$ cat config.mk
export PLATFORM = sky130hd
export DESIGN_NAME = sqrt_nr_iter
export DESIGN_NICKNAME = d
export VERILOG_FILES = /design/src/rtl/sqrt_pkg.sv /design/src/rtl/sqrt_nr_step.sv /design/src/rtl/sqrt_nr_iter.sv
export SDC_FILE = /design/constraint.sdc
export NUM_CORES = 1
export LEC_CHECK = 0
export CAP_MARGIN = 30
export CORE_ASPECT_RATIO = 1.25
export CORE_MARGIN = 1.5
export CORE_UTILIZATION = 45
export CTS_BUF_LIST = sky130_fd_sc_hd__clkbuf_2
export DETAILED_ROUTE_END_ITERATION = 7
export PLACE_DENSITY = 0.69
export SETUP_SLACK_MARGIN = 0.4
export SLEW_MARGIN = 10
export SYNTH_ARGS = -nofsm -noshare
export SYNTH_HDL_FRONTEND = slang
export SYNTH_SLANG_ARGS = --single-unit
$ cat constraint.sdc
create_clock -name clk -period 2.31 [get_ports clk]
set_input_delay 0.462 -clock clk [delete_from_list [all_inputs] [get_ports clk]]
set_output_delay 0.462 -clock clk [all_outputs]
set_load 0.01 [all_outputs]
$ cat src/rtl/sqrt_pkg.sv
// Shared types and helpers for the iterative non-restoring square-root unit.
package sqrt_pkg;

    typedef enum logic [1:0] {
        IDLE = 2'd0,
        CALC = 2'd1,
        FIX  = 2'd2,
        DONE = 2'd3
    } state_t;

    // Widest root any instance is expected to produce; sizes the generic step record.
    localparam int MAX_RW = 32;

    typedef struct packed {
        logic signed [MAX_RW+1:0] r_next;
        logic                     q_bit;
    } step_t;

    function automatic int count_width(input int rw);
        return (rw > 1) ? $clog2(rw) : 1;
    endfunction

endpackage

$ cat src/rtl/sqrt_nr_step.sv
// One non-restoring square-root iteration: consumes two radicand bits, yields one root bit.
module sqrt_nr_step #(
    parameter int RW = 8
) (
    input  logic signed [RW+1:0] r,
    input  logic        [RW-1:0] q,
    input  logic        [1:0]    p,
    output logic signed [RW+1:0] r_next,
    output logic                 q_bit
);

    logic signed [RW+1:0] r_sh;
    logic signed [RW+1:0] q_sub;
    logic signed [RW+1:0] q_add;

    // The dropped top bits of R<<2 only wrap modulo 2^(RW+2); the true result always fits.
    always_comb begin
        r_sh   = $signed({r[RW-1:0], p});
        q_sub  = $signed({q, 2'b01});
        q_add  = $signed({q, 2'b11});
        r_next = r[RW+1] ? (r_sh + q_add) : (r_sh - q_sub);
        q_bit  = ~r_next[RW+1];
    end

endmodule

$ cat src/rtl/sqrt_nr_iter.sv
// Sequenced integer square root: one root bit per clock, valid/ready on both sides.
module sqrt_nr_iter
    import sqrt_pkg::*;
#(
    parameter int WIDTH = 16,
    parameter int RW    = WIDTH / 2
) (
    input  logic             clk,
    input  logic             rst_n,
    input  logic             in_valid,
    output logic             in_ready,
    input  logic [WIDTH-1:0] radicand,
    output logic             out_valid,
    input  logic             out_ready,
    output logic [RW-1:0]    root,
    output logic [RW:0]      remainder,
    output logic             busy
);

    localparam int CW = count_width(RW);

    generate
        if ((WIDTH % 2) != 0 || WIDTH < 4 || RW != WIDTH / 2) begin : g_bad_width
            $error("sqrt_nr_iter: WIDTH must be even and >= 4, RW must equal WIDTH/2");
        end
    endgenerate

    state_t               state;
    logic [WIDTH-1:0]     d;
    logic [RW-1:0]        q;
    logic signed [RW+1:0] r;
    logic [CW-1:0]        count;

    logic signed [RW+1:0] r_step;
    logic                 q_bit;
    logic signed [RW+1:0] r_fix;

    sqrt_nr_step #(.RW(RW)) u_step (
        .r      (r),
        .q      (q),
        .p      (d[WIDTH-1 -: 2]),
        .r_next (r_step),
        .q_bit  (q_bit)
    );

    // A negative partial remainder is restored once, after the last root bit is known.
    assign r_fix = r[RW+1] ? (r + $signed({1'b0, q, 1'b1})) : r;

    assign in_ready  = (state == IDLE);
    assign out_valid = (state == DONE);
    assign busy      = (state == CALC) || (state == FIX);

    always_ff @(posedge clk or negedge rst_n) begin
        if (!rst_n) begin
            state     <= IDLE;
            d         <= '0;
            q         <= '0;
            r         <= '0;
            count     <= '0;
            root      <= '0;
            remainder <= '0;
        end else begin
            case (state)
                IDLE: begin
                    if (in_valid) begin
                        d     <= radicand;
                        q     <= '0;
                        r     <= '0;
                        count <= CW'(RW - 1);
                        state <= CALC;
                    end
                end
                CALC: begin
                    d <= {d[WIDTH-3:0], 2'b00};
                    r <= r_step;
                    q <= {q[RW-2:0], q_bit};
                    if (count == '0) begin
                        state <= FIX;
                    end else begin
                        count <= count - 1'b1;
                    end
                end
                FIX: begin
                    r         <= r_fix;
                    root      <= q;
                    remainder <= r_fix[RW:0];
                    state     <= DONE;
                end
                DONE: begin
                    if (out_ready) begin
                        state <= IDLE;
                    end
                end
                default: state <= IDLE;
            endcase
        end
    end

endmodule

### Yosys cells after proc, flatten, opt, wreduce, memory -nomap -nowiden

Index checks and enable logic that the tools add are counted.

* add/sub/neg operators: 4
* multipliers: 0
* div/mod/pow operators: 0
* $lt $le $gt $ge: 0
* eq/ne operators: 7
* shift operators: 0
* muxes and demuxes: 15
* bitwise gates (word level): 1
* reductions and logical operators: 9

Operators with widths (count)
* $pmux W16 S2: 1
* $mux W10: 3
* $pmux W10 S3: 1
* $add A10 B10 Y10: 2
* $mux W16: 1
* $pmux W8 S2: 1
* $sub A10 B10 Y10: 1
* $mux W8: 1
* $pmux W2 S4: 1
* $mux W2: 3
* $mux W3: 2
* $pmux W3 S2: 1
* $reduce_and A3 Y1: 2
* $eq A2 B2 Y1 const B: 2
* $ne A2 B1 Y1 const B: 2
* $ne A2 B2 Y1 const B: 2
* $reduce_and A2 Y1: 2
* $logic_not A3 Y1: 1
* $reduce_bool A3 Y1: 1
* $sub A3 B1 Y3 const B: 1
* $eq A2 B1 Y1 const B: 1
* $logic_not A2 Y1: 1
* $reduce_bool A2 Y1: 1
* $logic_or A1 B1 Y1: 1
* $not A1 Y1: 1

* flip-flop bits (word level): 56
* latch bits: 0
* bits in writable memories: 0
* bits in read-only memories: 0
* input bits: 20
* output and inout bits: 20
* word-level logic and storage cells: 43
* memories kept: 0

### Depth between registers and ports, before layout

Gate-level depths: netlist of the first run.

* depth after elaboration: 4
* depth in mapped cells: 10
* depth with buffers taken out: 7

### Modules after synthesis

From an unflattened synthesis of the first run, not the netlist that was laid out.

* cell total of the unflattened synthesis: 346
* area total of the unflattened synthesis: 3379.5 um2

By module, submodules not included
* sqrt_nr_iter: instances 1, cells each 279, area each 2872.8 um2, seq. area each 1401.3 um2
* sqrt_nr_step: instances 1, cells each 67, area each 506.7 um2, seq. area each 0.0 um2

### Worst setup path after synthesis of the first run

Ideal clock, no wire load.

* kind: register to register
* start: register r[9]
* end: register r[6]
* library setup time: 69 ps
* data arrival time: 2446 ps
* data required time: 2241 ps
* path slack: -205 ps
* stages on the path, launching flop included: 11
* path buffers: 3
* period minus slack after synthesis: 2515 ps
* path through: dfrtp_1 > buf_2 > buf_2 > buf_2 > xnor2_1 > ha_1 > nor2b_4 > o31a_1 > o21a_1 > or4b_1 > nand3_1

* longest elaborated chain between the ends: 2
* elaborated cells between the ends (all ways): 3
* those cells by class: 3 x mux

Ends and longest elaborated chain
* from (decl): RTL line sqrt_nr_iter.sv:31 `logic signed [RW+1:0] r;`
* from (signal assigned): RTL line sqrt_nr_iter.sv:75 `r <= r_step;`
* from (signal assigned): RTL line sqrt_nr_iter.sv:84 `r <= r_fix;`
* $mux W10 (on tied branches): RTL line sqrt_nr_iter.sv:47, sqrt_nr_step.sv:21
* $pmux W10 S3 *: RTL line sqrt_nr_iter.sv:63 `case (state)`

Mark *: on every way between the ends. The rest lies on a longest branch, timed or not.
A chain may end at the register's enable or synchronous reset.

### Worst setup path in the final report of the first run

Ends and elaborated chain as after synthesis.

==> flow_metrics.py, run 1 <==
metrics = {
    "die": {
        "die-width_um": 79.69,
        "dieHeight_um": 98.86,
        "placeableCoreArea_mm2": 0.007019,
        "initial_core_util_pct": 47.13,
        "placementRows": 34,
        "die-area_mm2": 0.007878,
        "design.portCount": 40,
    },
    "clocking": {
        "tritoncts": "done",
        "worstSkewPairLatency_ns": 0.46,
        "cts_buffers": 5,
        "ctsHtreeMaxLevel": 2,
        "cts.reportedPaths.clkPinSlew_ns": 0.30,
        "clk_path_buf_depth": 2,
        "root_buffer": "clkbuf_2",
        "total_clock_sinks": 56,
    },
    "critical_path": {
        "critical_path_class": "flip-flop to flip-flop",
        "r2r_setup_slack_ns": 0.14,
        "crit_path_top_delay_cell": "dfrtp_2",
        "reg2reg_from": "r[9]",
        "timing.rr.end": "r[6]",
        "crit_path_start_kind": "flip-flop",
        "critPathMaxFanout": 5,
        "worst-endpoint-arrival_ns": 2.60,
        "timing.reg2reg.worst_path_depth": 7,
        "worstPathCellList": "xnor2_2 > ha_4 > nor2b_4 > o31a_1 > o21a_1 > or4b_1 > nand3_1",
        "timing.critical_path.slowest_cell_delay_ns": 0.55,
        "critical_path.endpoint_type": "flip-flop",
        "endpoint_required_time_on_the_critical_path_ns": 2.75,
    },
    "drt": {
        "drt_first_iter_violations": 127,
        "detail-route-antenna-nets": 0,
        "first_pass_iters": 4,
        "detailed_route_wire_length_um": 8199,
        "via_count": 2783,
        "vias_per_cell": 5.588,
        "wire_per_inst_um": 16.46,
        "drc": 0,
    },
    "layout": {
        "final_layout_size_suffix_gt1_share_pct": 27.45,
        "utilization_pct": 63.48,
        "flow.area_growth_from_synthesis_pct": 34.68,
        "antenna_cells": 0,
        "final_net_count": 451,
    },
    "timing": {
        "fin_tns_setup_ns": 0,
        "period_minus_slack_ns": 2.165,
        "final_worst_clock_skew_ns": 0.02048,
        "drv_slew": 0,
        "worstMarginPinSlew_ns": 0.5597,
        "finalCritPeriodShare_pct": 93.73,
        "grt_setup_unrepaired": "yes",
        "finalHoldViolCount": 0,
        "timing.max_slew.rel_slack_pct": 62.69,
        "fmax_ghz": 0.4618,
        "report.final.setup_viol": 0,
    },
    "grt": {
        "grt_first_pass_wirelength_um": 12830,
        "antenna_violations_before_repair": 0,
        "grt-ovfl-total": 0,
        "grt_use_total_pct": 20.55,
        "grt_start_max_net_pins": 40,
        "via_count_of_the_first_global_routing_pass": 2665,
    },
    "synth": {
        "synthesized_area_per_cell_um2": 10.02,
        "synth_async_sr_flop_share_pct": 100.0,
        "postSynthRegisterBits": 56,
        "syn-cell-area_mm2": 0.003308,
        "post-synth-top-area-cell": "dfrtp_1",
        "synth_seq_area_share_pct": 42.36,
        "synth_cells": 330,
        "yosys_warnings": 0,
        "yosys.cell_types.count": 49,
        "synth_top_cell_area_share_pct": 42.36,
        "synth.net_count": 374,
        "synth_edf_count": 0,
        "ys.flop_type": "dfrtp_1",
        "synth.top_cells.by_area": "dfrtp_1 (42%), ha_1 (8.7%), mux2i_1 (5.7%), xnor2_1 (4.5%), o21ai_0 (4.2%)",
    },
    "placement": {
        "dp.final_hpwl_um": 5554,
        "portBuffers": 39,
        "gp_congestion": 0.8783,
    },
    "pwr": {
        "total_leakage_power_uw": 0.002184,
        "ir_drop_mv": 0.6610,
        "power_density_mw_per_mm2": 1367,
    },
    "worst_hold_path": {
        "hold_path_class": "input port to async pin",
    },
    "flow_run": {
        "total_of_max_cap_violations": 0,
    },
    "status": {
        "run_status": "finished clean",
    },
}
cell usage in the layout, fill, tap and decap left out, types with 5 or more instances in the layout:
master | netlist | layout
a21oi_1 | 18 | 16
mux2i_1 | 19 | 19
a21o_1 | 5 | 5
dfrtp_2 | 0 | 5
clkdlybuf4s50_1 | 0 | 19
o21ai_0 | 28 | 24
o21ai_1 | 4 | 5
dfrtp_1 | 56 | 51
clkbuf_2 | 0 | 5
xnor2_1 | 17 | 11
buf_6 | 0 | 6
buf_4 | 0 | 36
inv_1 | 12 | 11
ha_4 | 0 | 6
nand2_1 | 32 | 32
xnor2_2 | 0 | 6
ha_1 | 23 | 14
nor2_1 | 18 | 15
a22o_1 | 10 | 10
dlymetal6s2s_1 | 0 | 15
mux2_2 | 9 | 9
per-layer routing:
| layer | routed length [µm] | vias up | GRT usage [%] |
|---|---|---|---|
| met5 | 0 | - | 0 |
| met3 | 244 | 13 | 2.778 |
| met4 | 187 | 0 | 7.557 |
| met1 | 3427 | 1355 | 25.28 |
| met2 | 4339 | 68 | 36.11 |
| li1 | - | 1347 | - |
cells by family (layout without fill, tap and decap cells):
logic type / after synthesis / after routing / synth area share (%)
simple gates: 76 / 76 / 10.97
compound gates: 100 / 100 / 20.05
buf+inv: 26 / 104 / 3.215
flops: 56 / 56 / 42.36
mux: 28 / 28 / 8.812
fa+ha+maj: 24 / 24 / 9.304
xor+xnor: 20 / 20 / 5.295
worst max path at each step:
| stage | startpoint | to |
|---|---|---|
| 2_1_floorplan | r[9] | r[6] |
| 3_3_place_gp | in_valid | r[6] |
| 3_5_place_dp | in_valid | r[6] |
| 4_1_cts | r[9] | r[6] |
| 5_1_grt | r[9] | r[6] |
| 6_report | r[9] | r[6] |
stage by stage:
step	area (µm²)	setup WS [ns]	instances	total power, µW	hold WS, ns
finish	4456	0.1447	498	6091	0.4618
global route	4456	0.03357	498	6526	0.4906
CTS	4081	0.1187	478	5549	0.4651
detailed placement	3859	0.06381	455	4914	0.4684
global placement	3859	0.05228	455	4839	0.4625
floorplan	3341	-0.04784	330	3864	0.1664
repair_timing:
| action | 4_1_cts | 5_1_grt |
|---|---|---|
| resized for setup | 31 | 53 |
| endpoints found under the setup margin | 24 | 41 |
| hold buffers | 1 | 0 |
| buffers inserted | 14 | 20 |
| endpoints found under the hold margin | 22 | 0 |
| pin swaps | 15 | 31 |
power by group:
part | leakage, µW | switching (µW) | internal, µW | total [µW]
combinational | 0.00144 | 2000 | 2030 | 4020
sequential | 0.000714 | 291 | 1370 | 1660
clock | 0.0000333 | 329 | 80.4 | 409
total | 0.00218 | 2620 | 3470 | 6090
sequential cells by signal (all words and copies together), names as in the netlist:
name and flops:
count 3, q 8, state 2, d 16
root 8, remainder 9, r 10
critical path, delay by kind of cell, from the launching register on:
kind	cells	cell delay [ns]
compound gates	2	0.50
xor+xnor	1	0.19
fa+ha+maj	1	0.22
flops	1	0.55
simple gates	3	0.67
layout make-up:
class,instances,area (µm²)
clock buffer,5,25.02
timing repair buffer,84,804.5
sequential,56,1408
clock inverter,3,22.52
fill,588,2564
tap,90,112.6
multi-input combinational,248,2036
inverter,12,47.55
cell usage after synthesis (2+ instances only):
library cell,number
a31oi_1,4
ha_1,23
a211oi_1,4
and3_1,3
buf_2,7
o21ai_0,28
a22oi_1,2
o21ai_1,4
xnor2_1,17
dfrtp_1,56
mux2_2,9
clkbuf_1,7
a221o_1,2
mux2i_1,19
a21oi_1,18
nor3_1,2
xor2_1,3
nand2_1,32
o221ai_1,4
inv_1,12
o21a_1,5
o211ai_1,3
nor2b_1,2
a22o_1,10
or3_1,2
a21o_1,5
nand3_1,5
nand2b_1,4
nor2_1,18
Note: power is estimated with default switching activity, not from simulation.
==> run 2: changes to the inputs <==
Settings changed: CAP_MARGIN 30 to 20.
==> results of run 2 <==
Final layout, timing and power as in run 1 (identical DEF).
==> run 3: changes to the inputs <==
Settings changed: SYNTH_HIERARCHICAL from default to 1.
==> run 3 against run 2 <==
Compared with the run above: non-clock buffer count fell by 3; area after synthesis rose by 2.2%; sequential power up 2%.
==> flow_metrics.py, run 3 <==
metrics = {
    "die": {
        "initial_core_util_pct": 46.21,
        "die-width_um": 80.51,
        "placementRows": 35,
        "die-area_mm2": 0.008042,
        "dieHeight_um": 99.89,
        "placeableCoreArea_mm2": 0.007313,
        "design.portCount": 40,
    },
    "critical_path": {
        "critical_path.endpoint_type": "flip-flop",
        "critPathTopFamily": "compound AO/OA/AOI/OAI gates",
        "crit_buf_inv": 1,
        "timing.critical_path.slowest_cell_delay_ns": 0.56,
        "worst-endpoint-arrival_ns": 2.59,
        "crit_path_top_delay_cell": "dfrtp_2",
        "crit_path_start_kind": "flip-flop",
        "critPathMaxFanout": 8,
        "endpoint_required_time_on_the_critical_path_ns": 2.74,
        "critical_path_class": "flip-flop to flip-flop",
        "worstPathCellList": "buf_4 > xnor2_4 > ha_4 > a21oi_4 > o21bai_1 > a221oi_2 > xor2_1 > a22o_1",
    },
    "timing": {
        "final_worst_clock_skew_ns": 0.02704,
        "finalHoldViolCount": 0,
        "report.final.setup_viol": 0,
        "grt_setup_unrepaired": "yes",
        "worstMarginPinSlew_ns": 0.5163,
        "timing.max_slew.rel_slack_pct": 65.45,
        "final.setup.worst_slack_ns": 0.1475,
        "fmax_ghz": 0.4624,
        "drv_slew": 0,
        "finalCritPeriodShare_pct": 93.62,
        "fin_tns_setup_ns": 0,
        "period_minus_slack_ns": 2.163,
    },
    "layout": {
        "biggestRegsByFlops": "d: 16 flops, r: 10 flops, remainder: 9 flops",
        "leading_cell_types_in_the_layout_fill_and_taps_excluded": "dfrtp_1 (45), buf_4 (35), nand2_1 (32)",
        "final_net_count": 462,
        "post-route-cell-area_mm2": 0.004588,
        "final_layout_size_suffix_gt1_share_pct": 29.36,
        "regMostFlops": "d",
        "antenna_cells": 0,
        "flip_flop_count_of_the_largest_register_after_layout": 16,
        "final_common_cell": "dfrtp_1",
        "flow.area_growth_from_synthesis_pct": 35.76,
        "utilization_pct": 62.74,
        "n_fill_cell": 583,
    },
    "synth": {
        "post-synth-top-area-cell": "dfrtp_1",
        "syn-cell-area_mm2": 0.003379,
        "synth_seq_area_share_pct": 41.47,
        "synth.most_common_cell": "dfrtp_1",
        "synthesized_area_per_cell_um2": 9.767,
        "synth_async_sr_flop_share_pct": 100.0,
        "synth_edf_count": 0,
        "synth.net_count": 390,
        "synth_top_cell_area_share_pct": 41.47,
        "yosys.cell_types.count": 48,
        "synth.top_cells.by_area": "dfrtp_1 (41%), ha_1 (8.5%), mux2i_1 (5.6%), o21ai_0 (4.6%), xnor2_1 (4.4%)",
        "synth_cells": 346,
        "netlist_top_cells_count": "dfrtp_1 (56), nand2_1 (34), o21ai_0 (31)",
        "ys.flop_type": "dfrtp_1",
        "postSynthRegisterBits": 56,
        "yosys_warnings": 6,
    },
    "grt": {
        "grt_first_pass_wirelength_um": 13630,
        "grt_start_max_net_pins": 57,
        "grt_use_total_pct": 21.75,
        "antenna_violations_before_repair": 0,
        "via_count_of_the_first_global_routing_pass": 2810,
        "grt-ovfl-total": 0,
    },
    "drt": {
        "wire_per_inst_um": 16.82,
        "detailed_route_wire_length_um": 8597,
        "via_count": 2854,
        "first_pass_iters": 4,
        "vias_per_cell": 5.585,
        "detail-route-antenna-nets": 0,
        "drc": 0,
        "drt_first_iter_violations": 170,
    },
    "worst_hold_path": {
        "hold_path_class": "input port to async pin",
    },
    "placement": {
        "portBuffers": 39,
        "gp_congestion": 0.8909,
        "post_dp_cell_area_mm2": 0.003943,
        "dp.final_hpwl_um": 5675,
        "pre_cts_slack_ns": 0.1158,
    },
    "clocking": {
        "root_buffer": "clkbuf_2",
        "worstSkewPairLatency_ns": 0.48,
        "cts_buffers": 5,
        "tritoncts": "done",
        "ctsHtreeMaxLevel": 2,
        "cts.reportedPaths.clkPinSlew_ns": 0.32,
        "clk_path_buf_depth": 2,
        "total_clock_sinks": 56,
    },
    "status": {
        "run_status": "finished clean",
    },
    "pwr": {
        "power_density_mw_per_mm2": 1471,
        "ir_drop_mv": 0.9770,
        "total_leakage_power_uw": 0.002192,
    },
    "flow_run": {
        "total_of_max_cap_violations": 0,
    },
}
## run 3: path summary, 6_finish.rpt
path | endpoint | slack [ns] | startpoint | cells past startpoint
max in group asynchronous | r[0] | 1.56 | rst_n | 3
hold reg to reg | d[11] | 0.52 | d[11] | 2
setup / recovery | q[0] | 0.15 | r[9] | 8
hold / removal | remainder[3] | 0.43 | rst_n | 3
setup reg to reg | q[0] | 0.15 | r[9] | 8
min in group clk | d[1] | 0.51 | radicand[1] | 3
## run 3: what timing repair did
item,4_1_cts,5_1_grt
pin swaps,18,29
buffers inserted,16,13
setup endpoints to repair,22,50
endpoints found under the hold margin,56,0
hold buffers,1,0
gates resized for setup,45,58
## run 3: layer usage
layer,wire [µm],vias to the layer above,share of wire [%],global-route usage (%)
li1,-,1384,-,-
met1,3597,1382,42,29.27
met2,4400,72,51,35.62
met3,350,16,4.1,2.545
met4,249,0,2.9,8.621
met5,0,-,0,0
## run 3: cell type report
type,instances,area (µm²),area share (%)
clock buffer,5,25.02,0.5454
inverter,16,62.56,1.364
multi-input combinational,258,2176,47.42
timing repair buffer,81,770.7,16.80
clock inverter,3,23.77,0.5181
sequential,56,1415,30.84
tap,92,115.1,2.509
## run 3: cells by family after synthesis
group	share of synthesized area (%)
xor+xnor	5.183
compound gates	18.36
buf+inv	3.925
flops	41.47
simple gates	13.66
mux	8.293
fa+ha+maj	9.108
## run 3: worst register-to-register path: stages, from the launching register on
cell and delay [ns]:
dfrtp_2 0.56, buf_4 0.18, xnor2_4 0.16, ha_4 0.25
a21oi_4 0.16, o21bai_1 0.10, a221oi_2 0.33, xor2_1 0.21
a22o_1 0.16
## run 3: power by group
group          internal [µW]  switching (µW)  total (µW)
registers               1370             332        1700
clock network           75.7             334         409
logic                   2270            2370        4640
## run 3: stage by stage
step | cells | power, µW | hold slack (ns)
after floorplan | 346 | 4243 | 0.1664
after global placement | 473 | 5181 | 0.4616
after detailed placement | 473 | 5283 | 0.4699
after CTS | 498 | 6113 | 0.4578
after global routing | 511 | 7258 | 0.4892
final | 511 | 6750 | 0.4306
==> RTL edit 1: new RTL, flow settings as in run 3 <==
Make the reset (`rst_n`) synchronous in one clocked block.
--- a/src/rtl/sqrt_nr_iter.sv
+++ b/src/rtl/sqrt_nr_iter.sv
@@ -50,7 +50,7 @@
     assign out_valid = (state == DONE);
     assign busy      = (state == CALC) || (state == FIX);
 
-    always_ff @(posedge clk or negedge rst_n) begin
+    always_ff @(posedge clk) begin
         if (!rst_n) begin
             state     <= IDLE;
             d         <= '0;
Behaviour: differs if rst_n is asserted again (counterexample within 4 cycles, from zero or initial values and one cycle with rst_n low); with rst_n held inactive, the same outputs for 10 cycles.
==> RTL edit 1 against run 3 <==
- via count is 12% higher
- hold slack better by 0.055 ns
- wire length is 4.3% higher
- design area is 3.6% lower
- synthesized area is 0.48% lower
- sequential cell count stayed put
- cell count is 7.4% higher
- clock skew is 0.013 ns lower
- first-iteration DRC count is 1.8% higher
- power is 21% lower
- worst setup slack worse by 0.052 ns
- critical path type unchanged
- largest power group unchanged
==> RTL edit 1: results (changes against run 3) <==
[clocking]
clk_pin_slew_ns = 0.29  ; was 0.32 ns
clock_latency_ns = 0.46  ; was 0.48 ns

[pwr]
powerClk_mw = 0.421  ; was 0.409 mW
p_leak_nw = 1.83  ; was 2.19 nW
p_seq_frac = 0.260  ; was 0.252
peakVddDrop_v = 0.000976  ; was 0.000977 V
switching_share = 0.452  ; was 0.450

[finish]
final_layout_size_suffix_gt1_frac = 0.282  ; was 0.294
multiInputCombCellCount = 293  ; was 258
final_nets = 500  ; was 462
fillers = 622  ; was 583

[placement]
hpwl_um = 6210  ; was 5670 um
placed_cell_area_um2 = 3910  ; was 3940 um^2
place_congestion = 0.944  ; was 0.891

[yosys]
async_reset_ff_frac = 0  ; was 1.00
synth_cell_type_count = 61  ; was 48

[global_route]
gr-usage-met3 = 0.0468  ; was 0.0255
track_usage = 0.230  ; was 0.217
grt_first_pass_wirelength_um = 14600  ; was 13600 um
use_met1 = 0.274  ; was 0.293
first_global_vias = 3072  ; was 2810

[timing]
holdWs_ns = 0.486  ; was 0.431 ns
fin_skew_ns = 0.0136  ; was 0.0270 ns

[status]
status = finished, final reports clean  ; unchanged

[setup_path]
slowest_delay_ns = 0.45  ; was 0.56 ns
cp_max_fo = 6  ; was 8
r2r_end = r[9]  ; was q[0]
regToRegSetupSlack_ns = 0.1  ; was 0.15 ns
critPathSlowestCell = dfxtp_4  ; was dfrtp_2
path_delay_family = flip-flops  ; was compound AO/OA/AOI/OAI gates
r2r-start = r[9]  ; unchanged

[drt]
wl_met2_um = 4570  ; was 4400 um
num_vias = 3187  ; was 2854

[RTL edit 1: cell count changes after synthesis, moves of 10 or more]
cell / change
nand2_1: -18
nor2_1: +41
a211oi_1: +21
dfrtp_1: -56
o21ai_0: -23
mux2i_1: +10
dfxtp_1: +56
[RTL edit 1: stage by stage]
step | utilization | setup WS, ns | instances
after floorplan | - | 0.206 | 394
final | 0.605 | 0.0958 | 549
after global placement | 0.535 | 0.112 | 519
after detailed placement | 0.535 | 0.0187 | 519
after global routing | 0.605 | 0.0375 | 549
after CTS | 0.569 | 0.154 | 537
[RTL edit 1: cell families (layout without fill, tap and decap cells)]
| logic type | count (synthesis) | in the layout | share of synthesized area |
|---|---|---|---|
| compound gates | 99 | 99 | 0.208 |
| xor+xnor | 19 | 19 | 0.0495 |
| fa+ha+maj | 24 | 24 | 0.0915 |
| buf+inv | 45 | 108 | 0.0584 |
| flops | 56 | 56 | 0.333 |
| mux | 29 | 29 | 0.0863 |
| simple gates | 122 | 122 | 0.173 |
==> RTL edit 2: new RTL, config.mk and constraints of run 3 <==
Made on the original files. Set the parameter `WIDTH` to 24 (it was 16).
--- a/src/rtl/sqrt_nr_iter.sv
+++ b/src/rtl/sqrt_nr_iter.sv
@@ -2,7 +2,7 @@
 module sqrt_nr_iter
     import sqrt_pkg::*;
 #(
-    parameter int WIDTH = 16,
+    parameter int WIDTH = 24,
     parameter int RW    = WIDTH / 2
 ) (
     input  logic             clk,
Ports: changed (resized radicand, remainder and root); port bits go from 40 to 56. The function was not compared with the original's and may differ.
==> RTL edit 2 against run 3 <==
- the run now ends with setup timing left
- clock power increased by 130%
- wire length increased by 59%
- synthesized area increased by 49%
- design area increased by 52%
- sequential cell count increased by 25
- power increased by 91%
- worst setup slack got worse by 0.44 ns
- synthesized cell count increased by 51%
- critical path depth increased by 4
- sequential share of layout area decreased by 1.7 points
- critical endpoint is now r[7]
==> RTL edit 2: results (changes against run 3) <==
[clocking]
htree_levels = 3  ; was 2
clk_pin_slew_ns = 0.27  ; was 0.32 ns
clock_latency_ns = 0.57  ; was 0.48 ns
cts_made_buffers = 9  ; was 5

[finish]
stdcell_count = 794  ; was 511
final_nets = 715  ; was 462
fillers = 899  ; was 583
final_layout_size_suffix_gt1_frac = 0.308  ; was 0.294

[pwr]
p_int_mw = 7.25  ; was 3.71 mW
peakVddDrop_v = 0.000944  ; was 0.000977 V

[yosys]
synth_cell_type_count = 61  ; was 48
ys_seq_area_frac = 0.402  ; was 0.415
synthTopCellsByCount = dfrtp_1 (81), o21ai_0 (47), nand2_1 (45)  ; was dfrtp_1 (56), nand2_1 (34), o21ai_0 (31)
synth.area.top_cells = dfrtp_1 (40%), ha_1 (7.9%), mux2i_1 (5.8%)  ; was dfrtp_1 (41%), ha_1 (8.5%), mux2i_1 (5.6%)
syn_avg_cell_area_um2 = 9.63  ; was 9.77 um^2

[status]
status = finished with violations  ; was finished, final reports clean
violations = setup timing

[placement]
place_ws_ns = -0.257  ; was 0.116 ns
place_congestion = 0.950  ; was 0.891
hpwl_um = 9470  ; was 5670 um
port_buffers = 55  ; was 39
placed_cell_area_um2 = 6200  ; was 3940 um^2
dp.cells = 748  ; was 473

[drt]
routed_wl_um = 13600  ; was 8600 um
drt_iter0_markers = 156  ; was 170
vias_per_cell = 5.62  ; was 5.59
dr.pass1.iters = 5  ; was 4

[timing]
worst_slack_ns = -0.288  ; was 0.147 ns
holdWs_ns = 0.404  ; was 0.431 ns
slew_headroom = 0.588  ; was 0.655
finalSetupViolCount = 14  ; was 0

[setup_path]
r2r-start = r[13]  ; was r[9]
cp_max_fo = 7  ; was 8
rr_worst_depth = 12  ; was 8
r2r_end = r[7]  ; was q[0]

[global_route]
first_global_vias = 4484  ; was 2810
track_usage = 0.234  ; was 0.217
grt_first_pass_wirelength_um = 22000  ; was 13600 um

RTL edit 2: changes by cell type in the layout (fill, tap and decap cells not counted), moves of 12 or more:
cell	change
a21oi_1	+20
buf_4	+32
buf_6	+16
dfrtp_1	+31
dlygate4sd2_1	+20
dlymetal6s2s_1	-12
nand2_1	+12
nor2_1	+12
o21ai_1	+13
RTL edit 2: worst max-delay path by stage:
stage / start / to / slack, ns / cells after the start
final: r[13] / r[7] / -0.29 / 12
after global routing: r[13] / r[10] / -0.37 / 13
after CTS: r[13] / r[12] / -0.21 / 11
after detailed placement: r[13] / r[12] / -0.26 / 11
after global placement: r[13] / r[12] / -0.19 / 11
after floorplan: r[13] / r[12] / -0.19 / 12
RTL edit 2: area by class of cell:
| cell class | count | area (um^2) | area share |
|---|---|---|---|
| Multi-Input combinational cell | 397 | 3250 | 0.465 |
| Timing Repair Buffer | 145 | 1310 | 0.188 |
| Sequential cell | 81 | 2030 | 0.291 |
| Clock inverter | 7 | 101 | 0.0145 |
| Tap cell | 135 | 169 | 0.0242 |
| Clock buffer | 9 | 45.0 | 0.00645 |
| Inverter | 20 | 77.6 | 0.0111 |
RTL edit 2: per-stage QoR:
| step | TNS, ns | total power, mW |
|---|---|---|
| after global routing | -3.25 | 13.8 |
| after CTS | -1.15 | 12.1 |
| after floorplan | -0.256 | 7.57 |
| after detailed placement | -1.27 | 10.3 |
| after global placement | -1.00 | 10.1 |
| final | -1.92 | 12.9 |
RTL edit 2: critical path: stages (launching register included):
cell,delay (ns)
dfrtp_2,0.56
xnor2_2,0.16
ha_1,0.28
buf_4,0.14
o21a_1,0.12
o21ai_2,0.22
a31oi_4,0.16
buf_6,0.15
buf_6,0.10
xor2_1,0.15
a32o_1,0.22
a22oi_1,0.13
o21ai_1,0.10
RTL edit 2: logic make-up after synthesis:
kind of cell | share of synthesized area
AND/OR/NAND/NOR | 0.126
flip-flops | 0.402
XOR/XNOR | 0.0556
adder cells (fa/ha/maj) | 0.0834
AO/OA/AOI/OAI | 0.207
buffers and inverters | 0.0365
multiplexers | 0.0889
RTL edit 2: routing by layer:
metal	routed length (um)	track usage	vias to the layer above
li1	-	-	2136
met4	297	0.0768	0
met2	7120	0.421	123
met3	609	0.0426	24
met1	5610	0.281	2180
met5	0	0	-
RTL edit 2: what timing repair did:
action	in CTS	in global routing
endpoints found under the hold margin	41	0
pin swaps	22	21
endpoints found under the setup margin	63	61
resized for setup	109	33
hold buffers	1	0
setup buffers	19	10
RTL edit 2: power by group through the flow:
stage,Combinational (mW),Sequential [mW],Clock [mW]
after global placement,7.63,2.45,0
after CTS,8.69,2.44,0.944
after global routing,10.2,2.52,1.01
after floorplan,5.15,2.43,0
final,9.48,2.45,0.940
after detailed placement,7.81,2.46,0
